==> src/rtl/dm_store_controller.sv <==
// MEM-stage store path: aligns store data to the 64-bit Data Memory lane,
// builds byte enables, rejects misaligned stores, buffers accepted stores in
// a small FIFO and drains them to Data Memory over a valid/ready handshake.
// Loads that overlap a buffered store are flagged so the pipeline can hold them.

package dm_store_pkg;
  // Access-size encodings carried in mem_req_unit; other codes are unknown.
  localparam logic [2:0] UNIT_B  = 3'd0;
  localparam logic [2:0] UNIT_HW = 3'd1;
  localparam logic [2:0] UNIT_W  = 3'd2;
  localparam logic [2:0] UNIT_DW = 3'd3;

  typedef struct packed {
    logic        is_valid;
    logic        mem_wr;
    logic        mem_rd;
    logic [2:0]  mem_req_unit;
    logic [63:0] mem_addr;
    logic [63:0] mem_data;
  } interconnection_struct;
endpackage

`ifndef B
`define B  3'd0
`endif
`ifndef HW
`define HW 3'd1
`endif
`ifndef W
`define W  3'd2
`endif
`ifndef DW
`define DW 3'd3
`endif

module dm_store_controller
  import dm_store_pkg::*;
#(
  parameter int DEPTH  = 4,
  parameter int ADDR_W = 64
) (
  input  logic                       clk,
  input  logic                       rst_n,
  input  interconnection_struct      i_struct,
  output interconnection_struct      o_struct,
  output logic                       o_stall,
  output logic                       o_miss_aligned_error,
  output logic                       o_load_hazard,
  output logic                       o_dm_wr_valid,
  input  logic                       i_dm_wr_ready,
  output logic [ADDR_W-1:0]          o_dm_wr_addr,
  output logic [63:0]                o_dm_wr_data,
  output logic [7:0]                 o_dm_wr_be,
  output logic                       o_sb_empty,
  output logic [$clog2(DEPTH+1)-1:0] o_sb_count
);

  localparam int PW = $clog2(DEPTH);
  localparam int CW = $clog2(DEPTH+1);

  // Handshake: o_dm_wr_valid is high whenever the buffer holds an entry; the
  // head entry transfers on a rising clk edge where valid && ready. Address,
  // data and byte enables stay fixed until that transfer, and valid only
  // falls after a transfer (or reset).

  // Byte-enable pattern for an access of the given size at byte offset off.
  function automatic logic [7:0] lane_be(input logic [2:0] unit, input logic [2:0] off);
    case (unit)
      UNIT_B:  lane_be = 8'h01 << off;
      UNIT_HW: lane_be = 8'h03 << off;
      UNIT_W:  lane_be = 8'h0F << off;
      UNIT_DW: lane_be = 8'hFF;
      default: lane_be = 8'h00;
    endcase
  endfunction

  logic [ADDR_W-1:0] addr_q [DEPTH];
  logic [63:0]       data_q [DEPTH];
  logic [7:0]        be_q   [DEPTH];
  logic [DEPTH-1:0]  occ;
  logic [PW-1:0]     wr_ptr;
  logic [PW-1:0]     rd_ptr;
  logic [CW-1:0]     count;

  logic [2:0]        off;
  logic [5:0]        sh;
  logic [7:0]        st_be;
  logic [63:0]       st_data;
  logic              st_known;
  logic              st_misal;
  logic              st_req;
  logic              st_ok;
  logic              empty;
  logic              full;
  logic              push;
  logic              pop;
  logic [7:0]        ld_be;
  logic              hazard;

  assign off    = i_struct.mem_addr[2:0];
  assign sh     = {off, 3'b000};
  assign st_req = i_struct.is_valid && i_struct.mem_wr;
  assign empty  = (count == '0);
  assign full   = (count == CW'(DEPTH));

  // Store lane alignment and misalignment detection.
  always_comb begin
    st_be    = lane_be(i_struct.mem_req_unit, off);
    st_data  = '0;
    st_known = 1'b1;
    st_misal = 1'b0;
    case (i_struct.mem_req_unit)
      UNIT_B:  st_data = {56'b0, i_struct.mem_data[7:0]} << sh;
      UNIT_HW: begin
        st_data  = {48'b0, i_struct.mem_data[15:0]} << sh;
        st_misal = off[0];
      end
      UNIT_W:  begin
        st_data  = {32'b0, i_struct.mem_data[31:0]} << sh;
        st_misal = |off[1:0];
      end
      UNIT_DW: begin
        st_data  = i_struct.mem_data;
        st_misal = |off;
      end
      default: st_known = 1'b0;
    endcase
  end

  assign st_ok = st_req && st_known && !st_misal;
  assign pop   = !empty && i_dm_wr_ready;
  assign push  = st_ok && (!full || pop);

  assign o_miss_aligned_error = st_req && st_known && st_misal;
  assign o_stall              = st_ok && full && !pop;
  assign o_struct             = i_struct;

  // Load hazard: any occupied entry in the same doubleword with overlapping bytes.
  always_comb begin
    ld_be  = lane_be(i_struct.mem_req_unit, off);
    hazard = 1'b0;
    for (int i = 0; i < DEPTH; i++) begin
      if (occ[i] && (addr_q[i][ADDR_W-1:3] == i_struct.mem_addr[ADDR_W-1:3])
          && |(be_q[i] & ld_be))
        hazard = 1'b1;
    end
  end

  assign o_load_hazard = i_struct.is_valid && i_struct.mem_rd && hazard;

  // Store-buffer storage, pointers and occupancy.
  always_ff @(posedge clk) begin
    if (!rst_n) begin
      wr_ptr <= '0;
      rd_ptr <= '0;
      count  <= '0;
      occ    <= '0;
      for (int i = 0; i < DEPTH; i++) begin
        addr_q[i] <= '0;
        data_q[i] <= '0;
        be_q[i]   <= '0;
      end
    end else begin
      if (pop) begin
        occ[rd_ptr] <= 1'b0;
        rd_ptr      <= rd_ptr + PW'(1);
      end
      // A push into the slot being popped (full buffer) keeps it occupied.
      if (push) begin
        occ[wr_ptr]    <= 1'b1;
        addr_q[wr_ptr] <= {i_struct.mem_addr[ADDR_W-1:3], 3'b000};
        data_q[wr_ptr] <= st_data;
        be_q[wr_ptr]   <= st_be;
        wr_ptr         <= wr_ptr + PW'(1);
      end
      case ({push, pop})
        2'b10:   count <= count + CW'(1);
        2'b01:   count <= count - CW'(1);
        default: count <= count;
      endcase
    end
  end

  assign o_dm_wr_valid = !empty;
  assign o_dm_wr_addr  = empty ? '0 : addr_q[rd_ptr];
  assign o_dm_wr_data  = empty ? '0 : data_q[rd_ptr];
  assign o_dm_wr_be    = empty ? '0 : be_q[rd_ptr];
  assign o_sb_empty    = empty;
  assign o_sb_count    = count;

endmodule

==> config.mk <==
export PLATFORM = sky130hd
export DESIGN_NAME = dm_store_controller
export DESIGN_NICKNAME = d
export VERILOG_FILES = /design/src/rtl/dm_store_controller.sv
export SDC_FILE = /design/constraint.sdc
export NUM_CORES = 1
export LEC_CHECK = 0
export ABC_AREA = 1
export CAP_MARGIN = 25
export CORE_MARGIN = 2
export CORE_UTILIZATION = 50
export DETAILED_ROUTE_END_ITERATION = 16
export PLACE_DENSITY = 0.74
export REMOVE_ABC_BUFFERS = 1
export SETUP_SLACK_MARGIN = 0.4
export SLEW_MARGIN = 25
export SYNTH_ARGS = -nofsm -noshare
export SYNTH_HDL_FRONTEND = slang
export SYNTH_SLANG_ARGS = --single-unit
export TNS_END_PERCENT = 5
==> constraint.sdc <==
create_clock -name clk -period 18.9 [get_ports clk]
set_clock_uncertainty 0.15 [all_clocks]
set_input_delay 3.78 -clock clk [delete_from_list [all_inputs] [get_ports clk]]
set_output_delay 3.78 -clock clk [all_outputs]
set_load 0.02 [all_outputs]
* After elaboration in Yosys (flattened, before gate mapping)
Memories as Yosys holds them, arrays and structs flattened. A register that Yosys moved wholly into a read port is not among the register bits.
Cells that the tools add are included.
** Storage, ports and cells
- Register bits :: 11
- Bits in writable memories :: 532
- Bits of input ports :: 137
- Output and inout port bits :: 278
- Word-level logic and storage cells :: 114
- Memories :: 3
** Memories
- data_q :: depth 4, bits a word 64, read ports 1, clocked after Yosys merged registers in 1, wr ports 4, line 78 : logic [63:0] data_q [DEPTH];
- addr_q :: depth 4, bits a word 61, read ports 5, clocked after Yosys merged registers in 1, wr ports 4, line 77 : logic [ADDR_W-1:0] addr_q [DEPTH];
- be_q :: depth 4, bits a word 8, read ports 5, clocked after Yosys merged registers in 1, wr ports 4, line 79 : logic [7:0] be_q [DEPTH];
** Operators by class
- Add/subtract/negate cells :: 4
- Magnitude comparators :: 4
- Equality and inequality tests :: 10
- Shift-type cells :: 6
- Multiplexer cells :: 38
- Bitwise logic cells :: 7
- Reductions and logical operators :: 38
** Operator list (count)
- one-hot mux 64 bit (4 select lines) :: 1
- == test 61 bit :: 4
- 2-to-1 mux 64 bit :: 3
- OR reduction 64 bit :: 1
- << shifter 16 x 6 -> 64 bit :: 1
- << shifter 32 x 6 -> 64 bit :: 1
- << shifter 8 x 6 -> 64 bit :: 1
- 2-to-1 mux 61 bit :: 1
- OR reduction 61 bit :: 1
- OR reduction 8 bit :: 5
- AND 8 bit :: 4
- one-hot mux 8 bit (4 select lines) :: 1
- logical AND 1 bit :: 20
- 2-to-1 mux 2 bit :: 9
- 2-to-1 mux 8 bit :: 2
- 2-to-1 mux 1 bit :: 14
- 2-to-1 mux 4 bit :: 3
- << shifter 1 x 3 -> 8 bit, first input constant :: 1
- << shifter 2 x 3 -> 8 bit, first input constant :: 1
- << shifter 4 x 3 -> 8 bit, first input constant :: 1
- == test 3 x 2 -> 1 bit, second input constant :: 2
- zero test 3 bit :: 2
- < comparator 2 x 3 -> 1 bit, second input constant :: 2
- one-hot mux 3 bit (2 select lines) :: 1
- 19 further kinds :: 25

* Longest topological paths before layout
Gate-level depths: netlist of the first run.
- Word-level depth :: 11
- Mapped depth :: 17

* Worst setup path before layout of the first run
Ideal clock, no wire load.
- Path kind :: in2reg
- From :: in i_struct[130] in the netlist's numbering
- To :: mem addr_q[3][0] in the netlist's numbering (enable)
- Library setup time :: 0.789 ns
- Arrival :: 13.756 ns
- Path slack :: 4.205 ns
- Stages on the path :: 12
- Path through :: buf_4 -> inv_2 -> nand3_2 -> inv_2 -> o21ai_1 -> nand2_1 -> nor2_1 -> nand2_1 -> nor2_4 -> nand2_4 -> nor2_4 -> nor3_1
** RTL lines
- start: declaration :: line 44 : input interconnection_struct i_struct,
- end: declaration :: line 77

* Final worst setup path of the first run
- From :: in i_struct[130] in the netlist's numbering
- To :: out o_load_hazard
** Between the ends
- Word-level cells in the longest chain between the ends :: 10
- Elaborated cells between the ends (all ways) :: 22
** Ends and longest elaborated chain
- == test 3 x 2 -> 1 bit (tied with other cells) :: line 68 : case (unit)
- one-hot mux 8 bit (4 select lines) * :: line 68
- AND 8 bit :: line 144 : && |(be_q[i] & ld_be))
- OR reduction 8 bit :: line 144
- logical AND 1 bit :: line 144
- 2-to-1 mux 1 bit (3 in series) :: line 143 : if (occ[i] && (addr_q[i][ADDR_W-1:3] == i_struct.mem_addr[ADDR_W-1:3])
- 2-to-1 mux 1 bit * :: line 143
- logical AND 1 bit * :: line 149 : assign o_load_hazard = i_struct.is_valid && i_struct.mem_rd && hazard;
- end: declaration :: line 48 : output logic o_load_hazard,
Mark *: on every way between the ends. The rest lies on a longest branch, timed or not.

==> summary.md, run 1 <==
| Metric | Value |
|---|---|
| WL final | `108000 um` |
| Die width | `250 um` |
| Post-CTS Resized | `0` |
| M3 GR Usage | `0.0550` |
| Reg2reg end | `data_q[1][11]` |
| Top FF cell, synth | `edfxtp_1` |
| Syn Inst Count | `3494` |
| Num CTS Buffers | `58` |
| Share of cells above drive strength 1 | `0.0510` |
| Initial antenna violation count | `1` |
| Met2 Track Usage GR | `0.553` |
| Post-synth ARST share | `0` |
| Worst r2r src | `o_sb_count[0]` |
| HP Class | `flop to flop` |
| Max Buffers Root-to-Sink | `3` |
| Slew @ Worst Pin | `1.11 ns` |
| CTS tree | `built` |
| Final Hold Vio Count | `0` |
| Ant. Diodes | `0` |
| Post-DRT Antenna Nets | `0` |
| Filler cells | `5128` |
| First-pass GRT wire length | `159000 um` |
| Port-buffer cells | `411` |
| WL per Instance | `24.1 um` |
| FF-to-FF setup slack | `14.45 ns` |
| DRT Pass-1 Iters | `8` |
| Max VDD drop | `0.0726 mV` |
| Total Routing Usage GR | `0.339` |
| Syn. warnings | `0` |
| Vias in the first global route | `24607` |
| DRC viols | `0` |
| Critical Path AT | `7.63 ns` |
| Clock Sinks | `545` |
| R2R depth | `10` |
| Fin crit period | `11.56 ns` |
| Initial Util | `0.508` |
| Hold Crit Start | `o_sb_count[0]` |
| Setup_tns | `0 ns` |
| Max Slew Vio Count | `0` |
| Via Count | `26561` |
| Overall Power | `3.54 mW` |
| Leakage | `13.1 nW` |
| Area grow syn2layout | `17.4%` |
| CP startpoint kind | `input port` |
| Status | `completed` |
| Max_cap viols | `0` |
| Largest net degree at the start of global routing | `183` |
| DR iter-0 viols | `3699` |
| Tcrit/Tclk final | `0.612` |
| Fmax | `0.0865 GHz` |
| Synth unique cells | `46` |
| Post-synthesis sequential area ratio | `0.539` |
| Clock-pin slew on the worst setup and hold paths | `0.06 ns` |
| Final Setup Violations | `0` |
| Post-layout util | `0.596` |
| Final non-filler cell total | `4477` |
| Post-DP HPWL | `70600 um` |
| Die ar. | `62300 um^2` |
| Placeable core area | `59400 um^2` |
| Cells after DPL | `4369` |
| Via density | `5.93` |
| Most used routing layer | `met2` |
| GPL Wtd Cong | `1.04` |
| Syn Area/Cell | `8.63 um^2` |
| Hold WS | `0.349 ns` |
| Worst Path Required | `14.97 ns` |
| Die H | `250 um` |
| Postcts setup bufs | `0` |
| Largest fanout on the critical path | `46` |
| Num rows | `89` |
| CTS hold repair buffers | `0` |
| Total global routing overflow | `0` |
| Num ports | `415` |
| WS Path Type | `input port to output pin` |
| H-Tree Depth | `2` |
| RSZ-0062 raised after global routing | `false` |
| WHS Endpoint | `o_sb_count[0]` |
| Synth Register Bits | `545` |
| Root Driver | `clkbuf_16` |
| Slew Limit Headroom | `0.261` |
| Post-synth EDFFs | `532` |
| Met1 usage | `0.445` |
| Nets | `3802` |
| Cell Pwr Density | `100 nW/um^2` |
| Worst Hold Depth | `1` |
| Post-synthesis instance area | `30100 um^2` |
| Critical path endpoint category | `output pin` |
| Clk_lat worst skew | `0.63 ns` |
[placed cells by master, fill, tap and decap left out, drive strengths merged]
cell	n
nand2	428
xor2	11
a41oi	4
fa	1
xnor2	51
o311ai	4
nor3b	1
nor2	920
and2	4
mux2i	1
o21bai	1
clkbuf	73
o2111ai	30
a22o	1
edfxtp	532
a32o	4
o22ai	89
or2	16
nand3	41
nor4	4
nand4	9
o211ai	23
conb	3
bufinv	5
a21oi	256
o31ai	4
clkdlybuf4s50	411
clkinv	51
o221ai	9
buf	29
dfxtp	13
o21ai	354
a21boi	3
nor3	23
inv	287
ha	8
[cell usage after synthesis (2+ instances only)]
cell,n,share of area
a21oi_1,256,0.043
buf_2,39,0.0065
nand2_2,3,0.00062
xor2_1,11,0.0032
o21ai_0,353,0.059
o31ai_1,4,0.0010
nor4_1,4,0.00083
and2_1,2,0.00042
nor2_4,4,0.0015
inv_1,280,0.035
buf_6,21,0.0078
clkinv_1,23,0.0029
nor3_1,19,0.0032
xnor2_1,51,0.015
buf_1,14,0.0017
nor3_2,4,0.0013
and2_0,2,0.00042
nand3_1,40,0.0066
nand2_1,424,0.053
edfxtp_1,532,0.53
o22ai_1,89,0.018
clkbuf_1,128,0.016
nor2_2,40,0.0083
ha_1,8,0.0033
o211ai_1,23,0.0057
o221ai_1,9,0.0026
o2111ai_1,30,0.0087
a32o_1,4,0.0013
a41oi_1,4,0.0012
nand4_1,9,0.0019
buf_4,138,0.034
or2_2,16,0.0033
dfxtp_1,13,0.0086
a21boi_0,3,0.00075
o311ai_0,4,0.0012
nor2_1,876,0.11
inv_2,5,0.00062
[layer usage]
metal  wire length (um)  share of wire  up-vias
li1                   -              -    11912
met4               5710          0.053        2
met1              39900           0.37    12526
met2              50700           0.47     1829
met5                  9       0.000083        -
met3              11800           0.11      292
[worst max path at each step]
stage	start	endpoint	slack (ns)
3_5_place_dp	i_struct[130]	o_load_hazard	7.44
5_1_grt	i_struct[130]	o_load_hazard	7.05
2_1_floorplan	i_struct[130]	addr_q[3][0]	3.27
6_report	i_struct[130]	o_load_hazard	7.34
3_3_place_gp	i_struct[130]	o_load_hazard	7.42
4_1_cts	i_struct[130]	o_load_hazard	7.41
[critical path: stages]
cell and delay, ns:
clkdlybuf4s50_1 0.67, inv_2 0.20, nand3_2 0.44, inv_2 0.84, nor2_1 0.12, nand2_1 0.14
nand2_1 0.15, o21ai_0 0.20, nor2_1 0.06, nand2_1 0.06, nand2_1 0.04, nand2_1 0.07
nor2_1 0.10, nor2_1 0.10, clkdlybuf4s50_1 0.60
[final cells by class]
cell class,instances,area (um^2),area share
clock buffers,73,1510,0.0426
inverters,308,1170,0.0330
flip-flops and latches,545,16200,0.459
repair buffers,440,4380,0.124
multi-input cells,2303,10800,0.305
clock inverters,35,304,0.00860
well taps,773,967,0.0273
[per-stage QoR]
step | cell area [um^2] | setup slack (ns)
after floorplan | 28100 | 3.27
after global placement | 33500 | 7.42
after detailed placement | 33600 | 7.44
after CTS | 35400 | 7.41
after global routing | 35400 | 7.05
final | 35400 | 7.34
[sequential cells by signal (all words and copies together) (netlist names), named ones only]
register / flops
addr_q: 244
be_q: 32
data_q: 256
o_sb_count: 3
occ: 4
rd_ptr: 2
wr_ptr: 2
[cells by family (layout without fill, tap and decap cells)]
logic type / Yosys count / count (layout) / share of synthesized area
compound gates: 782 / 782 / 0.143
flops: 545 / 545 / 0.539
simple gates: 1446 / 1446 / 0.191
fa+ha+maj: 9 / 9 / 0.00399
other cells: 1 / 3 / 0.000124
xor+xnor: 62 / 62 / 0.0180
mux: 1 / 1 / 0.000332
buf+inv: 648 / 856 / 0.105
[power by group]
group / total (mW) / switching [mW] / internal, mW
Combinational: 0.989 / 0.660 / 0.329
Clock: 1.12 / 0.491 / 0.631
Sequential: 1.43 / 0.0485 / 1.38
No activity file was read; power rests on OpenSTA's default activity.
==> inputs of run 2 (changes only) <==
clock period = 10.7 ns   (was 18.9 ns; I/O delays follow)
==> summary.md, run 2 (synthesis results as in run 1) <==
| Metric | Value |
|---|---|
| Root Driver | `clkbuf_16 (unchanged)` |
| Area grow syn2layout | `17.2% (was 17.4%)` |
| Post-DP HPWL | `69900 um (was 70600 um)` |
| Hold Crit Start | `o_sb_count[2] (was o_sb_count[0])` |
| Critical path endpoint category | `output pin (unchanged)` |
| Fin crit period | `8.21 ns` |
| Initial antenna violation count | `1 (unchanged)` |
| CP startpoint kind | `input port (unchanged)` |
| Slew Limit Headroom | `0.264 (was 0.261)` |
| Num ports | `415 (unchanged)` |
| Max_cap viols | `0 (unchanged)` |
| Total Routing Usage GR | `0.330 (was 0.339)` |
| Final Hold Vio Count | `0 (unchanged)` |
| DRC viols | `0 (unchanged)` |
| H-Tree Depth | `2 (unchanged)` |
| Num CTS Buffers | `56 (was 58)` |
| WL per Instance | `23.8 um (was 24.1 um)` |
| WL final | `106000 um (was 108000 um)` |
| Max reg flops | `256 (unchanged)` |
| DR iter-0 viols | `3546 (was 3699)` |
| Share of cells above drive strength 1 | `0.0501 (was 0.0510)` |
| Final non-filler cell total | `4469 (was 4477)` |
| FF-to-FF setup slack | `6.85 ns (was 14.45 ns)` |
| Max Slew Vio Count | `0 (unchanged)` |
| Via Count | `26344 (was 26561)` |
| Initial Util | `0.508 (unchanged)` |
| Status | `completed (unchanged)` |
| Worst r2r src | `o_sb_count[0] (unchanged)` |
| R2R depth | `10 (unchanged)` |
| DRT Pass-1 Iters | `6 (was 8)` |
| Total global routing overflow | `0 (unchanged)` |
| Vias in the first global route | `24243 (was 24607)` |
| Largest fanout on the critical path | `46 (unchanged)` |
| Clock-pin slew on the worst setup and hold paths | `0.06 ns (about the same)` |
| Cell Pwr Density | `176 nW/um^2 (was 100 nW/um^2)` |
| Post-DRT Antenna Nets | `0 (unchanged)` |
| Leakage | `13.1 nW (about the same)` |
| Top reg by flops | `data_q (unchanged)` |
| CTS hold repair buffers | `0 (unchanged)` |
| CTS tree | `built (unchanged)` |
| Post-CTS Resized | `0 (unchanged)` |
| Clk_lat worst skew | `0.62 ns (was 0.63 ns)` |
| Worst Hold Depth | `1 (unchanged)` |
| RSZ-0062 raised after global routing | `false (unchanged)` |
| GPL Wtd Cong | `1.06 (was 1.04)` |
| Setup_tns | `0 ns (unchanged)` |
| Tcrit/Tclk final | `0.767` |
| Nets | `3799 (was 3802)` |
| Filler cells | `5186 (was 5128)` |
| Die ar. | `62300 um^2 (unchanged)` |
| WS Path Type | `input port to output pin (unchanged)` |
| WHS Endpoint | `o_sb_count[2] (was o_sb_count[0])` |
| HP Class | `flop to flop (unchanged)` |
| Die width | `250 um (unchanged)` |
| Largest net degree at the start of global routing | `168 (was 183)` |
| Max Buffers Root-to-Sink | `3 (unchanged)` |
| Port-buffer cells | `411 (unchanged)` |
| Post-layout util | `0.595 (was 0.596)` |
| Max VDD drop | `0.137 mV (was 0.0726 mV)` |
| Overall Power | `6.23 mW (was 3.54 mW)` |
| Reg2reg end | `data_q[1][2] (was data_q[1][11])` |
| Postcts setup bufs | `0 (unchanged)` |
| Final Setup Violations | `0 (unchanged)` |
| Via density | `5.89 (was 5.93)` |
| Biggest regs | `data_q x256, addr_q x244, be_q x32 (unchanged)` |
| Die H | `250 um (unchanged)` |
| Ant. Diodes | `0 (unchanged)` |
| Commonest non-fill, non-tap cell in the layout | `nor2_1 (unchanged)` |
| First-pass GRT wire length | `154000 um (was 159000 um)` |
| Worst Path Required | `8.41 ns (was 14.97 ns)` |
| Fmax | `0.122 GHz` |
| Cells after DPL | `4368 (was 4369)` |
| Num rows | `89 (unchanged)` |
| Most frequent cells in the layout | `nor2_1, edfxtp_1, nand2_1 (unchanged)` |
| Critical Path AT | `5.92 ns (was 7.63 ns)` |
| Slew @ Worst Pin | `1.10 ns (was 1.11 ns)` |
| Clock Sinks | `545 (unchanged)` |
| Placeable core area | `59400 um^2 (unchanged)` |
[run 2: cell types whose count changed in the layout (fill, tap and decap cells not counted), sizes merged]
cell / change
clkinv: -5
bufinv: +1
clkinvlp: +1
buf: -1
clkbuf: -4
[run 2: worst max path at each step]
stage,start,to,slack (ns),depth (start not counted)
finish,i_struct[130],o_load_hazard,2.49,15
global route,i_struct[130],o_load_hazard,2.24,15
CTS,i_struct[130],o_load_hazard,2.60,15
detailed placement,i_struct[130],o_load_hazard,2.62,15
global placement,i_struct[130],o_load_hazard,2.68,15
floorplan,i_struct[130],addr_q[3][0],-3.29,11
[run 2: report_power, final]
part | switching (mW) | leakage [nW] | internal [mW]
logic | 1.17 | 6.62 | 0.577
registers | 0.0763 | 5.62 | 2.44
clock network | 0.857 | 0.867 | 1.10
[run 2: area by class of cell]
type / instances / area, um^2 / share of cell area
flip-flops and latches: 545 / 16200 / 0.460
well taps: 773 / 967 / 0.0274
clock inverters: 32 / 327 / 0.00924
repair buffers: 439 / 4360 / 0.123
clock buffers: 69 / 1450 / 0.0410
multi-input cells: 2303 / 10800 / 0.306
inverters: 308 / 1170 / 0.0332
[run 2: critical path, cell delays in order]
cell             delay, ns
clkdlybuf4s50_1       0.63
inv_2                 0.20
nand3_2               0.43
inv_2                 0.85
nor2_1                0.11
nand2_1               0.14
nand2_1               0.16
o21ai_0               0.20
nor2_1                0.06
nand2_1               0.06
nand2_1               0.04
nand2_1               0.08
nor2_1                0.09
nor2_1                0.09
clkdlybuf4s50_1       0.61
[run 2: per-layer routing]
layer,share of wire,vias up,track usage
met5,0.000075,-,0
met4,0.054,2,0.156
met3,0.11,266,0.0529
met2,0.46,1863,0.532
met1,0.37,12280,0.438
li1,-,11933,-
[run 2: through the flow]
step	worst slack (ns)	cell area [um^2]	hold slack, ns
floorplan	-3.29	28100	0.312
global placement	2.68	33500	0.329
detailed placement	2.62	33500	0.338
CTS	2.60	35300	0.352
global route	2.24	35300	0.401
finish	2.49	35300	0.346
